==> src/rtl/rr_arb_mux_if.sv <==
// Handshake bundle between N requesting channels and one registered output port.
// "slave" is the arbiter side; "master" is the environment driving requests and consuming output.
interface rr_arb_mux_if #(
    parameter int WIDTH = 32,
    parameter int N     = 4
);
    localparam int SELW = (N > 2) ? $clog2(N) : 1;

    logic [N-1:0]       in_valid;
    logic [N*WIDTH-1:0] in_data;
    logic [N-1:0]       in_ready;
    logic               out_valid;
    logic [WIDTH-1:0]   out_data;
    logic [SELW-1:0]    out_sel;
    logic               out_ready;

    modport slave (
        input  in_valid,
        input  in_data,
        input  out_ready,
        output in_ready,
        output out_valid,
        output out_data,
        output out_sel
    );

    modport master (
        output in_valid,
        output in_data,
        output out_ready,
        input  in_ready,
        input  out_valid,
        input  out_data,
        input  out_sel
    );
endinterface

==> src/rtl/rr_arb_mux.sv <==
// N-to-1 arbitrating multiplexer with a single registered output stage.
// Round-robin or fixed lowest-index priority; full throughput under continuous out_ready.
module rr_arb_mux #(
    parameter int WIDTH      = 32,
    parameter int N          = 4,
    parameter int FIXED_PRIO = 0
) (
    input logic         clk,
    input logic         rst,
    rr_arb_mux_if.slave bus
);
    localparam int              SELW     = (N > 2) ? $clog2(N) : 1;
    localparam logic [SELW-1:0] LAST_RST = SELW'(N - 1);

    logic [SELW-1:0]  last_r;
    logic             out_valid_r;
    logic [WIDTH-1:0] out_data_r;
    logic [SELW-1:0]  out_sel_r;

    logic [SELW-1:0]  win_s;
    logic [WIDTH-1:0] win_word_s;
    logic [N-1:0]     grant_s;
    logic             load_ok_s;
    logic             any_req_s;
    logic             grant_en_s;
    logic             in_xfer_s;
    logic             out_xfer_s;

    // Search starts just after the last winner and wraps; indices stay below N.
    function automatic logic [SELW-1:0] pick_rr(input logic [N-1:0] req,
                                                input logic [SELW-1:0] ptr);
        logic [SELW-1:0] win;
        logic            found;
        int              idx;
        win   = {SELW{1'b0}};
        found = 1'b0;
        for (int k = 1; k <= N; k++) begin
            idx = (int'(ptr) + k) % N;
            if (!found && req[idx]) begin
                win   = SELW'(idx);
                found = 1'b1;
            end else begin
                found = found;
            end
        end
        return win;
    endfunction

    function automatic logic [SELW-1:0] pick_fixed(input logic [N-1:0] req);
        logic [SELW-1:0] win;
        win = {SELW{1'b0}};
        for (int k = N - 1; k >= 0; k--) begin
            if (req[k]) begin
                win = SELW'(k);
            end else begin
                win = win;
            end
        end
        return win;
    endfunction

    // Winner selection, grant vector and transfer qualifiers.
    always_comb begin
        any_req_s  = |bus.in_valid;
        load_ok_s  = ~out_valid_r | bus.out_ready;
        grant_en_s = ~rst & load_ok_s & any_req_s;
        if (FIXED_PRIO != 0) begin
            win_s = pick_fixed(bus.in_valid);
        end else begin
            win_s = pick_rr(bus.in_valid, last_r);
        end
        grant_s    = {N{1'b0}};
        win_word_s = {WIDTH{1'b0}};
        for (int i = 0; i < N; i++) begin
            if (win_s == SELW'(i)) begin
                grant_s[i] = grant_en_s;
                win_word_s = bus.in_data[i*WIDTH +: WIDTH];
            end else begin
                grant_s[i] = 1'b0;
            end
        end
        in_xfer_s  = |(bus.in_valid & grant_s);
        out_xfer_s = out_valid_r & bus.out_ready;
    end

    // Output register and arbitration pointer; reset discards any held word.
    always_ff @(posedge clk) begin
        if (rst) begin
            out_valid_r <= 1'b0;
            out_data_r  <= {WIDTH{1'b0}};
            out_sel_r   <= {SELW{1'b0}};
            last_r      <= LAST_RST;
        end else if (in_xfer_s) begin
            out_valid_r <= 1'b1;
            out_data_r  <= win_word_s;
            out_sel_r   <= win_s;
            last_r      <= win_s;
        end else if (out_xfer_s) begin
            out_valid_r <= 1'b0;
        end else begin
            out_valid_r <= out_valid_r;
        end
    end

    assign bus.in_ready  = grant_s;
    assign bus.out_valid = out_valid_r;
    assign bus.out_data  = out_data_r;
    assign bus.out_sel   = out_sel_r;

endmodule
==> src/flat_wrapper.sv <==
// flat-port wrapper written by rule: the top's interface ports become plain ports
module rr_arb_mux_flat 
#(
    parameter int WIDTH      = 32,
    parameter int N          = 4,
    parameter int FIXED_PRIO = 0
)
  (clk, rst, bus_in_valid, bus_in_data, bus_out_ready, bus_in_ready, bus_out_valid, bus_out_data, bus_out_sel);
  rr_arb_mux_if #(.WIDTH(WIDTH), .N(N)) bus_i ();
  input logic clk;
  input logic rst;
  input wire logic [$bits(bus_i.in_valid)-1:0] bus_in_valid;
  input wire logic [$bits(bus_i.in_data)-1:0] bus_in_data;
  input wire logic [$bits(bus_i.out_ready)-1:0] bus_out_ready;
  output wire logic [$bits(bus_i.in_ready)-1:0] bus_in_ready;
  output wire logic [$bits(bus_i.out_valid)-1:0] bus_out_valid;
  output wire logic [$bits(bus_i.out_data)-1:0] bus_out_data;
  output wire logic [$bits(bus_i.out_sel)-1:0] bus_out_sel;
  assign bus_i.in_valid = bus_in_valid;
  assign bus_i.in_data = bus_in_data;
  assign bus_i.out_ready = bus_out_ready;
  assign bus_in_ready = bus_i.in_ready;
  assign bus_out_valid = bus_i.out_valid;
  assign bus_out_data = bus_i.out_data;
  assign bus_out_sel = bus_i.out_sel;
  rr_arb_mux #(.WIDTH(WIDTH), .N(N), .FIXED_PRIO(FIXED_PRIO)) u_core (.clk(clk), .rst(rst), .bus(bus_i));
endmodule
==> config.mk <==
export PLATFORM = sky130hd
export DESIGN_NAME = rr_arb_mux_flat
export DESIGN_NICKNAME = d
export VERILOG_FILES = /design/src/rtl/rr_arb_mux_if.sv /design/src/rtl/rr_arb_mux.sv /design/src/flat_wrapper.sv
export SDC_FILE = /design/constraint.sdc
export NUM_CORES = 1
export LEC_CHECK = 0
export CORE_MARGIN = 2
export CORE_UTILIZATION = 31
export DETAILED_ROUTE_END_ITERATION = 6
export GPL_ROUTABILITY_DRIVEN = 0
export PLACE_DENSITY = 0.68
export SYNTH_ARGS = -nofsm -noshare
export SYNTH_HDL_FRONTEND = slang
export SYNTH_SLANG_ARGS = --single-unit
==> constraint.sdc <==
create_clock -name clk -period 6.4 [get_ports clk]
set_input_delay 1.92 -clock clk [delete_from_list [all_inputs] [get_ports clk]]
set_output_delay 1.92 -clock clk [all_outputs]
set_load 0.02 [all_outputs]
==> run metrics <==
ys flop type=dfxtp_1; HP Class=flip-flop to flip-flop; Critical-path top delay cell=clkdlybuf4s50_1; largest net degree at the start of global routing=39; final core occ=0.5471; Worst slew margin=0.4562; CP Launch Type=primary input; reg-to-reg critical path startpoint=u_core.last_r[0]; Reg-to-Reg End=u_core.bus.out_data[18]; Inserted Diodes=0; DRC violations left=0; main area contributors after synthesis=dfxtp_1, mux2i_1, a211oi_2; Crit path buffers/inverters=2; Setup Skew=0.002572 ns; Core Area=8217 µm²; io pins=174; Area Growth Syn to Fin=71.42%; fillers=775; Tot GR Track Use=0.1880; minimum clock period=5.979 ns; Setup crit end kind=output pin; DR WL/cell=16.49 µm; number of cells produced by synthesis=262; vias=2730; max-slew violation count=0; Syn Area/Cell=10.01 µm²; clock latency at the later pin of the worst-skew pair=0.28 ns; Max Fclk=167.3 MHz; Pleak=1.616 nW; RSZ-0062 raised after global routing=false; Setup CP Type=primary input to output pin; ratio of cells with drive above 1 in the final layout=0.1466; Die Y=95.98 µm; grt ovf=0; CTS Hold Bufs=0; die area=9211 µm²; Period Utilization, post-route=0.9342; status=finished, final reports clean; hold path startpoint=u_core.bus.out_sel[1]; DIE WIDTH=95.98 µm; Setup TNS=0 ns; drt total wl=8.708 mm; TritonCTS Sinks=37; synth warn=0; initial antenna violation count=0; Min-Delay Path Depth=2; CTS Buffer Depth=2; Async SR Flop Fraction=0; Power Density=171.8 nW/µm²; crit path DAT=4.06 ns; Most common cell on crit path=clkdlybuf4s50_1; number of flops mapped to enable cells by yosys=0; Unique masters post-synth=31; Fin. Hold Viols=0; # H-tree levels=2; Max Cap Viol=0; IO buf count=173; post_cts resized=0; Worst path max stage delay=0.65 ns; vias per cell=5.170; hold endpoint=u_core.bus.out_sel[1]; FF+latch count, synth=37; commonest non-fill, non-tap cell in the layout=clkdlybuf4s50_1; crit path cell chain=clkdlybuf4s50_1 > nand2b_1 > a21boi_2 > or3_2 > nor2_1 > clkdlybuf4s50_1; clock slew at reported path FFs=0.07 ns; Final HPWL DP=6.529 mm; first-pass iteration count of the detailed router=4; postcts setup bufs=0; DRT iter0 DRCs=73; Initial Util=0.3192; first-pass GRT wire length=13.48 mm; worst reg-to-reg setup slack=4.25 ns; largest area contributor in the netlist=dfxtp_1; Yosys top cell area share=0.2824; maximum VDD drop=75.37 µV; Worst EP required=4.48 ns; reg2reg path depth=5; Std-Cell Rows=33; TritonCTS clock tree=yes; Netlist Area Pre-Place=2623 µm²; CTS root buf=clkbuf_8; Max FO, Critical Path=5; most frequent cells in the layout=clkdlybuf4s50_1, mux2i_1, dfxtp_1; delay-heaviest family, CP=buffers and inverters; Worst Tran Pin Value=0.8158 ns; final net count=559; sequential-to-total area share from yosys stat=0.2824; vias in the first global route=2779; Finish-stage setup viols=0; Routed Antenna Nets=0; syn nets=397; clock buffer count from CTS=5
==> through the flow <==
stage	power [mW]	setup slack, ns	cells	instance area [µm²]	hold slack (ns)
2_1_floorplan	0.4661	1.368	262	2623	0.5094
3_3_place_gp	0.6218	0.4746	522	4422	0.4539
3_5_place_dp	0.6267	0.4422	522	4422	0.4498
4_1_cts	0.7831	0.4204	528	4496	0.4605
5_1_grt	0.8192	0.3359	528	4496	0.4875
6_report	0.7722	0.4211	528	4496	0.4564
==> area by class of cell <==
class	instances	area [µm²]	area share
flip-flops and latches	37	740.7	0.1648
repair buffers	184	1814	0.4036
multi-input cells	196	1735	0.3860
clock buffers	5	68.82	0.01531
clock inverters	1	5.005	0.001113
well taps	105	131.4	0.02922
==> tightest hold or removal path, cell delays in order (launching register included) <==
cell and delay [ns]:
dfxtp_1 0.31, nand2_1 0.05, a21oi_1 0.05
==> sequential cells by signal (all words and copies together) (netlist names) <==
name,cells
u_core.bus.out_sel,2
u_core.bus.out_valid,1
u_core.last_r,2
u_core.bus.out_data,32
==> Yosys cell counts, types with 5 or more instances <==
cell	instances
a211oi_2	25
nor2_1	10
nand3b_1	6
o21bai_1	27
clkbuf_1	14
dfxtp_1	37
mux2_4	5
a211oi_1	27
buf_2	8
nor4b_1	26
mux2i_1	38
o21ai_2	5
==> how the worst max path moves through the flow <==
| stage | startpoint | endpoint | depth (start not counted) |
|---|---|---|---|
| 2_1_floorplan | bus_in_valid[3] | bus_in_ready[0] | 6 |
| 3_3_place_gp | bus_in_valid[0] | bus_in_ready[0] | 6 |
| 3_5_place_dp | bus_in_valid[0] | bus_in_ready[0] | 6 |
| 4_1_cts | bus_in_valid[0] | bus_in_ready[0] | 6 |
| 5_1_grt | bus_in_valid[0] | bus_in_ready[0] | 6 |
| 6_report | bus_in_valid[0] | bus_in_ready[0] | 6 |
==> report_power, final <==
part	switching, mW	leakage [nW]	internal (mW)
sequential	0.0131	0.307	0.255
combinational	0.157	1.27	0.194
clock	0.0811	0.0399	0.0717
total	0.251	1.62	0.521
==> metal layers <==
metal  share of wire  up-vias  GRT usage
li1                -     1341          -
met1            0.41     1272     0.2180
met2            0.49      110     0.3374
met3           0.093        7    0.05873
met4          0.0086        0    0.04167
met5               0        -          0
==> cell families (layout without fill, tap and decap cells) <==
family / after synthesis / in the layout / synth area share
buffers and inverters: 29 / 190 / 0.06107
AND/OR/NAND/NOR: 61 / 61 / 0.1641
flip-flops: 37 / 37 / 0.2824
AO/OA/AOI/OAI: 91 / 91 / 0.3144
multiplexers: 44 / 44 / 0.1780
Power figures use the tool's default switching activity.
